==> config.mk <==
export PLATFORM = sky130hd
export DESIGN_NAME = adder_arbiter
export DESIGN_NICKNAME = d
export VERILOG_FILES = /design/src/rtl/adder_arbiter.sv
export SDC_FILE = /design/constraint.sdc
export NUM_CORES = 1
export LEC_CHECK = 0
export CAP_MARGIN = 20
export CORE_AREA = 4 4 125 127
export CTS_CLUSTER_SIZE = 16
export DETAILED_ROUTE_END_ITERATION = 10
export DIE_AREA = 0 0 129 131
export PLACE_DENSITY = 0.73
export SLEW_MARGIN = 20
export SYNTH_ARGS = -nofsm -noshare
export SYNTH_HDL_FRONTEND = slang
export SYNTH_SLANG_ARGS = --single-unit
==> constraint.sdc <==
create_clock -name clk -period 4.64 [get_ports clk]
set_input_delay 0.928 -clock clk [delete_from_list [all_inputs] [get_ports clk]]
set_output_delay 0.928 -clock clk [all_outputs]
set_load 0.01 [all_outputs]
==> src/rtl/adder_arbiter.sv <==
// Round-robin front end that shares one multi-cycle 32-bit adder/subtracter between two requesters.
// Optional build macro ADDER_ARBITER_SATURATE_EN saturates the captured result on signed overflow.
module adder_arbiter #(
  parameter int WIDTH         = 32,
  parameter int SETTLE_CYCLES = 4
) (
  input  logic               clk,
  input  logic               rst_n,
  input  logic [1:0]         req_valid,
  output logic [1:0]         req_ready,
  input  logic [2*WIDTH-1:0] req_a,
  input  logic [2*WIDTH-1:0] req_b,
  input  logic [1:0]         req_sub,
  output logic [WIDTH-1:0]   alu_a,
  output logic [WIDTH-1:0]   alu_b,
  output logic [2:0]         alu_cmd,
  input  logic [WIDTH-1:0]   alu_result,
  input  logic               alu_carryout,
  input  logic               alu_overflow,
  output logic               rsp_valid,
  input  logic               rsp_ready,
  output logic               rsp_id,
  output logic [WIDTH-1:0]   rsp_result,
  output logic               rsp_carryout,
  output logic               rsp_overflow
);

  if (SETTLE_CYCLES < 1 || SETTLE_CYCLES > 255) begin : g_bad_settle
    $error("SETTLE_CYCLES must be in 1..255");
  end

  localparam logic [7:0] CNT_INIT = 8'(SETTLE_CYCLES - 1);

`ifdef ADDER_ARBITER_SATURATE_EN
  localparam logic [WIDTH-1:0] SAT_NEG = {1'b1, {(WIDTH-1){1'b0}}};
  localparam logic [WIDTH-1:0] SAT_POS = {1'b0, {(WIDTH-1){1'b1}}};
`endif

  typedef enum logic [1:0] {IDLE, SETTLE, RESP} state_e;

  state_e             state_q, state_d;
  logic [7:0]         cnt_q, cnt_d;
  logic               last_grant_q, last_grant_d;
  logic [WIDTH-1:0]   alu_a_q, alu_a_d;
  logic [WIDTH-1:0]   alu_b_q, alu_b_d;
  logic               alu_sub_q, alu_sub_d;
  logic               rsp_id_q, rsp_id_d;
  logic [WIDTH-1:0]   rsp_result_q, rsp_result_d;
  logic               rsp_carry_q, rsp_carry_d;
  logic               rsp_ovf_q, rsp_ovf_d;
  logic               grant;
  logic               accept;

  // With both requesting, the one that did not win last time goes next.
  assign grant  = (&req_valid) ? ~last_grant_q : req_valid[1];
  assign accept = (state_q == IDLE) && (|req_valid);

  // NOTE: state registers use non-blocking assignments so every flop samples pre-edge values.
  always_ff @(posedge clk or negedge rst_n) begin
    if (!rst_n) begin
      state_q      <= IDLE;
      cnt_q        <= '0;
      last_grant_q <= 1'b1;
      alu_a_q      <= '0;
      alu_b_q      <= '0;
      alu_sub_q    <= 1'b0;
      rsp_id_q     <= 1'b0;
      rsp_result_q <= '0;
      rsp_carry_q  <= 1'b0;
      rsp_ovf_q    <= 1'b0;
    end else begin
      state_q      <= state_d;
      cnt_q        <= cnt_d;
      last_grant_q <= last_grant_d;
      alu_a_q      <= alu_a_d;
      alu_b_q      <= alu_b_d;
      alu_sub_q    <= alu_sub_d;
      rsp_id_q     <= rsp_id_d;
      rsp_result_q <= rsp_result_d;
      rsp_carry_q  <= rsp_carry_d;
      rsp_ovf_q    <= rsp_ovf_d;
    end
  end

  // NOTE: every combinational output gets a default first, so no path can infer a latch.
  always_comb begin
    state_d = state_q;
    unique case (state_q)
      IDLE:    if (|req_valid)     state_d = SETTLE;
      SETTLE:  if (cnt_q == 8'd0)  state_d = RESP;
      RESP:    if (rsp_ready)      state_d = IDLE;
      default:                     state_d = IDLE;
    endcase
  end

  always_comb begin
    cnt_d        = cnt_q;
    last_grant_d = last_grant_q;
    alu_a_d      = alu_a_q;
    alu_b_d      = alu_b_q;
    alu_sub_d    = alu_sub_q;
    rsp_id_d     = rsp_id_q;
    rsp_result_d = rsp_result_q;
    rsp_carry_d  = rsp_carry_q;
    rsp_ovf_d    = rsp_ovf_q;

    if (accept) begin
      alu_a_d      = grant ? req_a[2*WIDTH-1:WIDTH] : req_a[WIDTH-1:0];
      alu_b_d      = grant ? req_b[2*WIDTH-1:WIDTH] : req_b[WIDTH-1:0];
      alu_sub_d    = req_sub[grant];
      rsp_id_d     = grant;
      last_grant_d = grant;
      cnt_d        = CNT_INIT;
    end

    if (state_q == SETTLE) begin
      if (cnt_q == 8'd0) begin
        rsp_carry_d = alu_carryout;
        rsp_ovf_d   = alu_overflow;
`ifdef ADDER_ARBITER_SATURATE_EN
        // Clamp toward the sign of operand A; flags still report the raw adder outcome.
        if (alu_overflow) rsp_result_d = alu_a_q[WIDTH-1] ? SAT_NEG : SAT_POS;
        else              rsp_result_d = alu_result;
`else
        rsp_result_d = alu_result;
`endif
      end else begin
        cnt_d = cnt_q - 8'd1;
      end
    end
  end

  always_comb begin
    req_ready = 2'b00;
    if (rst_n && state_q == IDLE) req_ready = (grant ? 2'b10 : 2'b01) & req_valid;
  end

  assign rsp_valid    = (state_q == RESP);
  assign rsp_id       = rsp_id_q;
  assign rsp_result   = rsp_result_q;
  assign rsp_carryout = rsp_carry_q;
  assign rsp_overflow = rsp_ovf_q;
  assign alu_a        = alu_a_q;
  assign alu_b        = alu_b_q;
  assign alu_cmd      = {2'b00, alu_sub_q};

endmodule
# Word-level counts from Yosys, hierarchy flattened
# Cells that the tools add are included.
[totals]
register_bits = 111
in_bits = 169
output_inout_bits = 105
wordCells = 41
[classes]
n_bitwise = 2
mux = 14
n_reduce_logical = 8
addsub = 1
magnitude_cmp = 1
eq_ne = 5
[ops]
columns = ["operator", "n"]
rows = [
  ["$mux W32", 2],
  ["$mux W8", 3],
  ["$mux W2", 5],
  ["$logic_not A8 Y1", 1],
  ["$sub A8 B1 Y8 const B", 1],
  ["$pmux W2 S3", 1],
  ["$ne A2 B1 Y1 const B", 2],
  ["$reduce_and A2 Y1", 2],
  ["$mux W1", 3],
  ["$reduce_and A3 Y1", 1],
  ["$and A2 B2 Y2", 1],
  ["$eq A2 B1 Y1 const B", 1],
  ["$eq A2 B2 Y1 const B", 1],
  ["$logic_and A1 B1 Y1", 2],
  ["$logic_not A2 Y1", 1],
  ["$lt A1 B2 Y1 const B", 1],
  ["$ne A2 B2 Y1 const B", 1],
  ["$reduce_or A2 Y1", 1],
  ["$not A1 Y1", 1],
]

# Logic depth before layout (Yosys ltp)
# Gate-level depths: netlist (run 1).
[logic_depth]
ltp_word = 5
depth_mapped = 7
depth_no_buf = 6

# Worst setup path after synthesis (run 1)
# No wires, ideal clock.
[synth_path]
path_type = "input to output"
startpoint = "input port req_valid[1]"
endpoint = "output port req_ready[1]"
path_buffers = 3
setup_slack_ns = 1.956
cell_stages = 5
required_ns = 3.712
t_arrival_ns = 1.756
cell_sequence = "a21boi_0 buf_2 buf_6 buf_4 and3_1"
[synth_between]
elab_chain_len = 5
[synth_rtl]
columns = ["element", "line", "text"]
rows = [
  ["start, declared", "9", "input logic [1:0] req_valid,"],
  ["$reduce_and A2 Y1", "55", "assign grant = (&req_valid) ? ~last_grant_q : req_valid[1];"],
  ["$mux W1", "55", ""],
  ["$mux W2", "135", "if (rst_n && state_q == IDLE) req_ready = (grant ? 2'b10 : 2'b01) & req_valid;"],
  ["$and A2 B2 Y2 *", "135", ""],
  ["$mux W2 *", "135", ""],
  ["end, declared", "10", "output logic [1:0] req_ready,"],
]
# Every way passes the cells marked *; elsewhere a longest branch is shown, timed or not.

# Worst setup path in the final report (run 1)
# Same ends and word-level chain as after synthesis.

==> flow_summary_export.csv, run 1 <==
group,metric,value,unit
die,row_count,44,
route,post_drt_wl_per_cell,16.01,um
setup_path,path_buf_inv,2,
place,io_buffers,271,
logic_synthesis,synth_edf_count,0,
die,die_height,131,um
route,drtAntennaViolNets,0,
setup_path,required,3710,ps
min_path,worstHoldEndpoint,"alu_b[0]$_DFFE_PN0P_",
sta,rsz0062_at_grt,"false",
route,drt_pass1_iterations,4,
clock_network,clk_latency,340,ps
logic_synthesis,synth_seq_cells,111,
route,totalWireLength,14000,um
cells_and_area,final_cells,874,
sta,fmax,290.8,MHz
sta,clock-skew-final,4.802,ps
clock_network,clock-sinks,111,
place,routabilityCongestion,0.7778,
route,drt-initial-drc-count,128,
logic_synthesis,syn_inst,427,
cells_and_area,final_common_cell,"clkdlybuf4s50_1",
clock_network,clockBufferDepth,2,
die,io_pins,274,
setup_path,crit_top_cell,"clkdlybuf4s50_1",
sta,max-slew-margin-rel,37.34,%
place,dp_cells,858,
setup_path,arrival,2510,ps
setup_path,cp-end-kind,"output port",
die,dieWidth,129,um
cells_and_area,drive_above_1_share,8.696,%
logic_synthesis,ys_seq_area_share,55.47,%
clock_network,clkTransAtPathRegs,70,ps
logic_synthesis,yosysWarnings,0,
global_routing,grt-ovfl-total,0,
logic_synthesis,syn_area,5010,um2
place,place_hpwl,10970,um
cells_and_area,nets,856,
min_path,hold_start,"alu_b[0]$_DFFE_PN0P_",
power,ir_drop,242.0,uV
setup_path,critPathTopFamily,"buffers and inverters",
logic_synthesis,synth_cell_types,32,
cells_and_area,diodes,0,
route,avgViaCountPerCell,4.651,
clock_network,postCtsSetupRepairBufs,0,
power,power,0.004792,W
logic_synthesis,synthArstFlopShare,100.0,%
setup_path,r2r_start,"cnt_q[0]$_DFF_PN0_",
sta,hold_viol_final,0,
global_routing,antenna_found_initial,0,
sta,fin_crit_sh,74.12,%
sta,setup_viol,0,
setup_path,crit_chain,"clkdlybuf4s50_1 > a21boi_4 > and3_1 > clkdlybuf4s50_1",
die,start_util,34.73,%
logic_synthesis,synth_area_leader_cell,"dfrtp_1",
power,powerDensity,586.4,nW/um2
global_routing,grt_use_total,16.28,%
logic_synthesis,avgSynthCellArea,11.73,um2
sta,layout_min_cycle_time,3439,ps
setup_path,r2r-end,"rsp_result[11]$_DFFE_PN0P_",
die,die_area,16900,um2
logic_synthesis,synth.area.top_cells,"dfrtp_1 (55%), mux2i_1 (13%), mux2_4 (8.7%)",
clock_network,cts_tree,"done",
flow_run,maxCapViolCount,0,
sta,worst_slew_pin_slew,939.9,ps
route,route.detailed.drc,0,
clock_network,root_buffer,"clkbuf_16",
min_path,whs_path_depth,2,
sta,finalWorstSetupSlack,1201,ps
setup_path,crit_fanout,4,
sta,final.setup.tns,0,ps
cells_and_area,layout_common_cells,"clkdlybuf4s50_1 (270), dfrtp_1 (110), nand2_1 (71)",
outcome,status,"finished clean",
logic_synthesis,ys.flop_type,"dfrtp_1",
clock_network,htree_levels,3,
clock_network,cts-resized-gates,0,
global_routing,grt_pass1_wl,21400,um
clock_network,hold_buffers,0,
min_path,hold_path_class,"reg -> reg",
setup_path,r2r_setup_slack,2500,ps
setup_path,slowest_stage,"clkdlybuf4s50_1",
sta,maxSlewViolCount,0,
global_routing,grt_pass1_vias,4268,
place,pre_cts_ws,1200,ps
setup_path,reg2regPathDepth,5,
power,p_leak,3.631,nW
clock_network,cts_inserted_buffers,9,
setup_path,slowest_delay,580,ps
setup_path,setup.worst_path.start_class,"primary input",
setup_path,crit_type,"in -> out",
route,vias,4065,
logic_synthesis,yosysTopAreaCellShare,54.95,%
global_routing,grt_max_degree,97,
die,coreArea,14420,um2
cells_and_area,synthToLayoutAreaGrowth,63.11,%
[state kept, by name (all words and copies together) (netlist names)]
register and flops:
alu_a 32, alu_b 32, alu_sub_q 1, cnt_q 8, last_grant_q 1, rsp_carryout 1
rsp_id 1, rsp_overflow 1, rsp_result 32, state_q 2
[Yosys cell counts, types with 2 or more instances]
| library cell | instances |
|---|---|
| dfrtp_1 | 110 |
| nand2_1 | 71 |
| o21ai_0 | 70 |
| mux2i_1 | 67 |
| mux2_4 | 29 |
| buf_2 | 12 |
| clkbuf_1 | 8 |
| a21oi_1 | 6 |
| inv_1 | 6 |
| buf_4 | 5 |
| mux2_2 | 5 |
| buf_6 | 4 |
| nor2_1 | 4 |
| a31oi_1 | 3 |
| and3_1 | 3 |
| nand2b_1 | 3 |
| nor3_1 | 3 |
| a22o_1 | 2 |
| ha_1 | 2 |
| nor3b_1 | 2 |
[worst max path at each step]
stage / startpoint / end / slack (ps) / cells after the start
global route: req_valid[1] / req_ready[1] / 1130 / 4
floorplan: req_valid[1] / req_ready[1] / 1960 / 5
finish: req_valid[1] / req_ready[1] / 1200 / 4
CTS: req_valid[1] / req_ready[1] / 1180 / 4
global placement: req_valid[1] / req_ready[1] / 1200 / 4
detailed placement: req_valid[1] / req_ready[1] / 1200 / 4
[metrics by stage]
| step | hold slack [ps] | utilization [%] | cell area [um2] |
|---|---|---|---|
| floorplan | 451.0 | - | 5014 |
| global placement | 461.3 | 54.40 | 7846 |
| detailed placement | 468.5 | 54.40 | 7846 |
| CTS | 483.5 | 56.65 | 8172 |
| global route | 503.6 | 56.65 | 8172 |
| finish | 478.2 | 56.65 | 8172 |
[worst reg2reg max path: stages (launching register included)]
cell     delay [ps]
dfrtp_1         420
inv_1           100
ha_1            180
nor3b_1         390
nand2_4         450
mux2_4          480
[layer usage]
metal	share of wire (%)	track usage, %	vias up
met5	0	0	-
met4	1.6	5.868	0
met3	9.7	5.894	13
met2	51	28.84	167
met1	38	18.03	1897
li1	-	-	1988
[cell families (layout without fill, tap and decap cells)]
family,Yosys count,count (layout),share of synthesized area (%)
flops,111,111,55.47
mux,101,101,23.20
simple gates,92,92,7.967
compound gates,85,85,8.891
buf+inv,35,297,3.896
fa+ha+maj,2,2,0.4994
other cells,1,2,0.07485
[final cells by class]
cell class              count  area (um2)
fillers                  1246        6252
repair buffers            275        2753
well taps                 184       230.2
clock buffers              13       260.3
clock inverters             3       65.06
flip-flops and latches    111        2779
multi-input cells         282        2062
inverters                   6       22.52
[where the power goes]
part / switching, W / internal [W] / total (W)
combinational: 0.000940 / 0.00131 / 0.00225
clock: 0.000325 / 0.000502 / 0.000827
sequential: 0.000272 / 0.00144 / 0.00172
No activity file was read; power rests on OpenSTA's default activity.
==> inputs of run 2 (changes only) <==
- clock period: 4.64 -> 3.5 ns (I/O delays scaled with it)
==> run 2 against run 1 <==
Net effect:
- first-iteration DRC count is 20% higher
- global-route usage decreased by 0.10 points
- register-to-register slack got worse by 1100 ps
- clock-buffer cell count fell by 2
- largest cell class unchanged
- setup slack lost 690 ps
- cell count up 0.11%
- sequential power increased by 32%
==> flow_summary_export.csv, run 2 (synthesis results as in run 1) <==
group,metric,value,unit
outcome,status,"finished clean",
die,dieWidth,129,um
setup_path,r2r-end,"rsp_result[4]$_DFFE_PN0P_",
setup_path,crit_fanout,4,
power,clock_power_share,16.3,%
place,io_buffers,271,
power,power_frac_comb,47.5,%
global_routing,grt_max_degree,98,
clock_network,cts-resized-gates,0,
route,route.detailed.drc,0,
power,powerDensity,769.2,nW/um2
cells_and_area,drive_above_1_share,8.973,%
clock_network,postCtsSetupRepairBufs,0,
clock_network,root_buffer,"clkbuf_16",
setup_path,reg2regPathDepth,5,
die,row_count,44,
die,io_pins,274,
setup_path,endpoint,"req_ready[1]",
global_routing,grt_pass1_wl,21300,um
flow_run,maxCapViolCount,0,
sta,fin_crit_sh,85.30,%
sta,clock-skew-final,8.994,ps
setup_path,required,2800,ps
clock_network,clockBufferDepth,2,
sta,final.setup.tns,0,ps
place,place_hpwl,10880,um
power,p_leak,3.615,nW
die,die_height,131,um
setup_path,startpoint,"req_valid[1]",
global_routing,grt_pass1_vias,4181,
cells_and_area,diodes,0,
die,coreArea,14420,um2
route,avgViaCountPerCell,4.610,
power,p_seq_share,36.2,%
cells_and_area,layout_common_cells,"clkdlybuf4s50_1 (270), dfrtp_1 (110), nand2_1 (71)",
clock_network,cts_tree,"done",
power,ir_drop,321.2,uV
clock_network,clock-sinks,111,
sta,worst_slew_pin_slew,826.0,ps
setup_path,cp-end-kind,"output port",
cells_and_area,nets,857,
route,totalWireLength,13910,um
route,vias,4034,
setup_path,crit_type,"in -> out",
sta,max-slew-margin-rel,44.94,%
setup_path,r2r_setup_slack,1380,ps
setup_path,setup.worst_path.start_class,"primary input",
route,drt_pass1_iterations,4,
cells_and_area,final_cells,875,
clock_network,cts_inserted_buffers,9,
power,p_int,0.004227,W
global_routing,grt_use_total,16.18,%
die,start_util,34.73,%
sta,layout_min_cycle_time,2986,ps
clock_network,hold_buffers,0,
sta,fmax,334.9,MHz
global_routing,grt-ovfl-total,0,
place,routabilityCongestion,0.7673,
sta,hold_viol_final,0,
min_path,hold_path_class,"in -> async",
route,drt-initial-drc-count,154,
sta,maxSlewViolCount,0,
global_routing,antenna_found_initial,0,
power,switching_share,32.63,%
setup_path,arrival,2290,ps
sta,rsz0062_at_grt,"false",
clock_network,clk_latency,340,ps
route,post_drt_wl_per_cell,15.90,um
clock_network,clkTransAtPathRegs,70,ps
power,p_sw,0.002047,W
setup_path,r2r_start,"cnt_q[0]$_DFF_PN0_",
place,dp_cells,859,
cells_and_area,final_common_cell,"clkdlybuf4s50_1",
die,die_area,16900,um2
clock_network,htree_levels,3,
cells_and_area,synthToLayoutAreaGrowth,62.84,%
route,drtAntennaViolNets,0,
sta,setup_viol,0,
==> run 2: cell types whose count changed in the layout (fill, tap and decap cells not counted) <==
| cell | before | now |
|---|---|---|
| buf_6 | 0 | 1 |
| bufinv_16 | 2 | 1 |
| clkbuf_1 | 2 | 1 |
| clkbuf_8 | 2 | 1 |
| clkinvlp_4 | 0 | 3 |
==> run 2: stage by stage <==
stage	hold slack (ps)	total power [W]	utilization [%]	setup slack [ps]	cell area, um2
3_3_place_gp	462.3	0.005227	54.45	519.5	7854
6_report	293.5	0.006275	56.56	514.4	8158
2_1_floorplan	404.4	0.003655	-	1272	5014
5_1_grt	316.3	0.006720	56.56	450.4	8158
4_1_cts	289.8	0.006380	56.53	486.6	8154
3_5_place_dp	468.8	0.005322	54.45	504.0	7854
==> run 2: power by group through the flow <==
stage / clock (W) / combinational [W] / sequential, W
2_1_floorplan: 0 / 0.00113 / 0.00252
3_3_place_gp: 0 / 0.00297 / 0.00225
3_5_place_dp: 0 / 0.00303 / 0.00229
4_1_cts: 0.00106 / 0.00305 / 0.00228
5_1_grt: 0.00111 / 0.00325 / 0.00236
6_report: 0.00102 / 0.00298 / 0.00227
==> run 2: how the worst min path moves through the flow <==
stage	end	from
after floorplan	alu_a[0]$_DFFE_PN0P_	rst_n
after global placement	alu_b[31]$_DFFE_PN0P_	alu_b[31]$_DFFE_PN0P_
after detailed placement	alu_b[20]$_DFFE_PN0P_	alu_b[20]$_DFFE_PN0P_
after CTS	alu_a[0]$_DFFE_PN0P_	rst_n
after global routing	alu_b[28]$_DFFE_PN0P_	rst_n
final	alu_a[1]$_DFFE_PN0P_	rst_n
==> run 2: worst max-delay path, cell delays in order <==
cell and delay, ps:
clkdlybuf4s50_1 590, a21boi_4 240, and3_1 200, clkdlybuf4s50_1 550
==> run 2: metal layers <==
layer	vias up	share of wire (%)	GRT usage, %
met5	-	0	0
met4	0	1.4	5.497
met3	15	10	6.220
met2	168	51	27.84
met1	1868	37	18.52
li1	1983	-	-
==> run 2: final cells by class <==
cell class | count | area, um2
clock buffer | 11 | 242.7
clock inverter | 5 | 57.56
fill | 1212 | 6266
inverter | 6 | 22.52
multi-input combinational | 282 | 2062
sequential | 111 | 2779
tap | 184 | 230.2
timing repair buffer | 276 | 2764
==> inputs of run 3 (changes only) <==
- CORE_AREA: 4 4 125 127 -> 4 4 119 121
- DIE_AREA: 0 0 129 131 -> 0 0 123 125
- PLACE_DENSITY: 0.73 -> 0.79
==> run 3 against run 2 <==
Net effect:
- global-route usage is 1.9 points higher
- highest routed layer unchanged
- clock skew is 0.79 ps lower
- sequential share of layout area hardly changed
- non-clock buffer count is 1 higher
- core utilization is 5.9 points higher
- combinational power hardly changed
- routed wire length is 0.84% lower
- critical path depth stayed put
- sequential cell count stayed put
- worst hold slack better by 170 ps
- via count is 1.9% higher
- final area is 0.11% higher
==> flow_summary_export.csv, run 3 (synthesis results as in run 1) <==
group,metric,value,unit
place,io_buffers,271,
flow_run,maxCapViolCount,0,
sta,worst_slew_pin_slew,777.8,ps
sta,fin_crit_sh,84.53,%
sta,hold-worst-slack,464.3,ps
clock_network,htree_levels,3,
die,start_util,38.29,%
place,routabilityCongestion,0.7491,
global_routing,grt_pass1_vias,4424,
global_routing,grt-ovfl-total,0,
die,die_height,125,um
cells_and_area,drive_above_1_share,9.249,%
clock_network,root_buffer,"clkbuf_16",
min_path,hold_path_class,"in -> async",
cells_and_area,final_cells,868,
route,post_drt_wl_per_cell,15.89,um
setup_path,crit_fanout,4,
die,row_count,42,
die,coreArea,13090,um2
setup_path,reg2regPathDepth,5,
die,io_pins,274,
clock_network,cts-resized-gates,0,
setup_path,required,2800,ps
place,place_hpwl,10770,um
route,drt_pass1_iterations,4,
route,drt-initial-drc-count,138,
setup_path,r2r_setup_slack,1400,ps
power,ir_drop,431.0,uV
sta,maxSlewViolCount,0,
place,dp_cells,852,
sta,fmax,338.0,MHz
place,place_area,7839,um2
global_routing,grt_max_degree,79,
setup_path,r2r_start,"cnt_q[0]$_DFF_PN0_",
power,powerDensity,778.2,nW/um2
clock_network,clk_latency,350,ps
route,drtAntennaViolNets,0,
clock_network,postCtsSetupRepairBufs,0,
global_routing,grt_use_total,18.10,%
route,avgViaCountPerCell,4.737,
cells_and_area,final_util,62.41,%
cells_and_area,nets,858,
route,totalWireLength,13800,um
cells_and_area,final_common_cell,"clkdlybuf4s50_1",
cells_and_area,diodes,0,
clock_network,cts_inserted_buffers,9,
sta,rsz0062_at_grt,"false",
power,p_leak,3.631,nW
setup_path,slowest_stage,"clkdlybuf4s50_1",
setup_path,cp-end-kind,"output port",
sta,clock-skew-final,8.200,ps
cells_and_area,nFillCells,1003,
sta,setup_viol,0,
die,die_area,15380,um2
sta,hold_viol_final,0,
global_routing,antenna_found_initial,0,
route,vias,4112,
cells_and_area,design_area,8167,um2
clock_network,cts_tree,"done",
route,route.detailed.drc,0,
sta,layout_min_cycle_time,2958,ps
clock_network,clkTransAtPathRegs,70,ps
outcome,status,"finished clean",
setup_path,slowest_delay,570,ps
setup_path,crit_chain,"clkdlybuf4s50_1 > a21boi_4 > and3_1 > clkdlybuf4s50_1",
setup_path,crit_type,"in -> out",
setup_path,r2r-end,"rsp_result[5]$_DFFE_PN0P_",
die,dieWidth,123,um
sta,final.setup.tns,0,ps
sta,max-slew-margin-rel,48.15,%
cells_and_area,layout_common_cells,"clkdlybuf4s50_1 (270), dfrtp_1 (110), nand2_1 (71)",
setup_path,arrival,2260,ps
setup_path,crit_top_cell,"clkdlybuf4s50_1",
clock_network,clock-sinks,111,
clock_network,clockBufferDepth,2,
setup_path,setup.worst_path.start_class,"primary input",
cells_and_area,synthToLayoutAreaGrowth,63.01,%
global_routing,grt_pass1_wl,21970,um
clock_network,hold_buffers,0,
==> run 3: cell types whose count changed in the layout (fill, tap and decap cells not counted), sizes merged <==
cell / change
buf: +1
bufinv: +1
inv: +2
clkbuf: -2
clkinvlp: -2
clkinv: +1
==> run 3: worst max-delay path by stage <==
stage | cells past startpoint | start | endpoint
global route | 4 | req_valid[1] | req_ready[1]
global placement | 4 | req_valid[1] | req_ready[1]
detailed placement | 4 | req_valid[1] | req_ready[1]
CTS | 4 | req_valid[1] | req_ready[1]
finish | 4 | req_valid[1] | req_ready[1]
floorplan | 5 | req_valid[1] | req_ready[1]
==> run 3: layer usage <==
metal | GRT usage [%] | routed length (um) | up-vias
met2 | 32.74 | 7355 | 172
li1 | - | - | 1999
met4 | 4.886 | 246 | 0
met1 | 19.04 | 4859 | 1920
met3 | 7.724 | 1333 | 21
met5 | 0 | 0 | -
==> run 3: area by class of cell <==
class / count / area [um2] / share of cell area, %
Clock buffer: 9 / 225.2 / 2.758
Clock inverter: 7 / 102.6 / 1.256
Inverter: 6 / 22.52 / 0.2758
Multi-Input combinational cell: 282 / 2062 / 25.25
Sequential cell: 111 / 2779 / 34.03
Tap cell: 176 / 220.2 / 2.696
Timing Repair Buffer: 277 / 2755 / 33.74
==> run 3: where the power goes <==
| part | total, W | switching (W) | internal (W) |
|---|---|---|---|
| clock | 0.00112 | 0.000481 | 0.000635 |
| combinational | 0.00296 | 0.00123 | 0.00173 |
| sequential | 0.00228 | 0.000368 | 0.00191 |
| total | 0.00636 | 0.00208 | 0.00428 |
==> run 3: critical path: cells and delay by family <==
| kind | cells | cell delay [ps] |
|---|---|---|
| buf+inv | 2 | 1130 |
| compound gates | 1 | 240 |
| simple gates | 1 | 190 |
==> run 3: metrics by stage <==
| stage | setup WS [ps] | power, W |
|---|---|---|
| 2_1_floorplan | 1272 | 0.003655 |
| 3_3_place_gp | 538.9 | 0.005204 |
| 3_5_place_dp | 532.9 | 0.005297 |
| 4_1_cts | 524.0 | 0.006456 |
| 5_1_grt | 491.0 | 0.006801 |
| 6_report | 541.6 | 0.006356 |
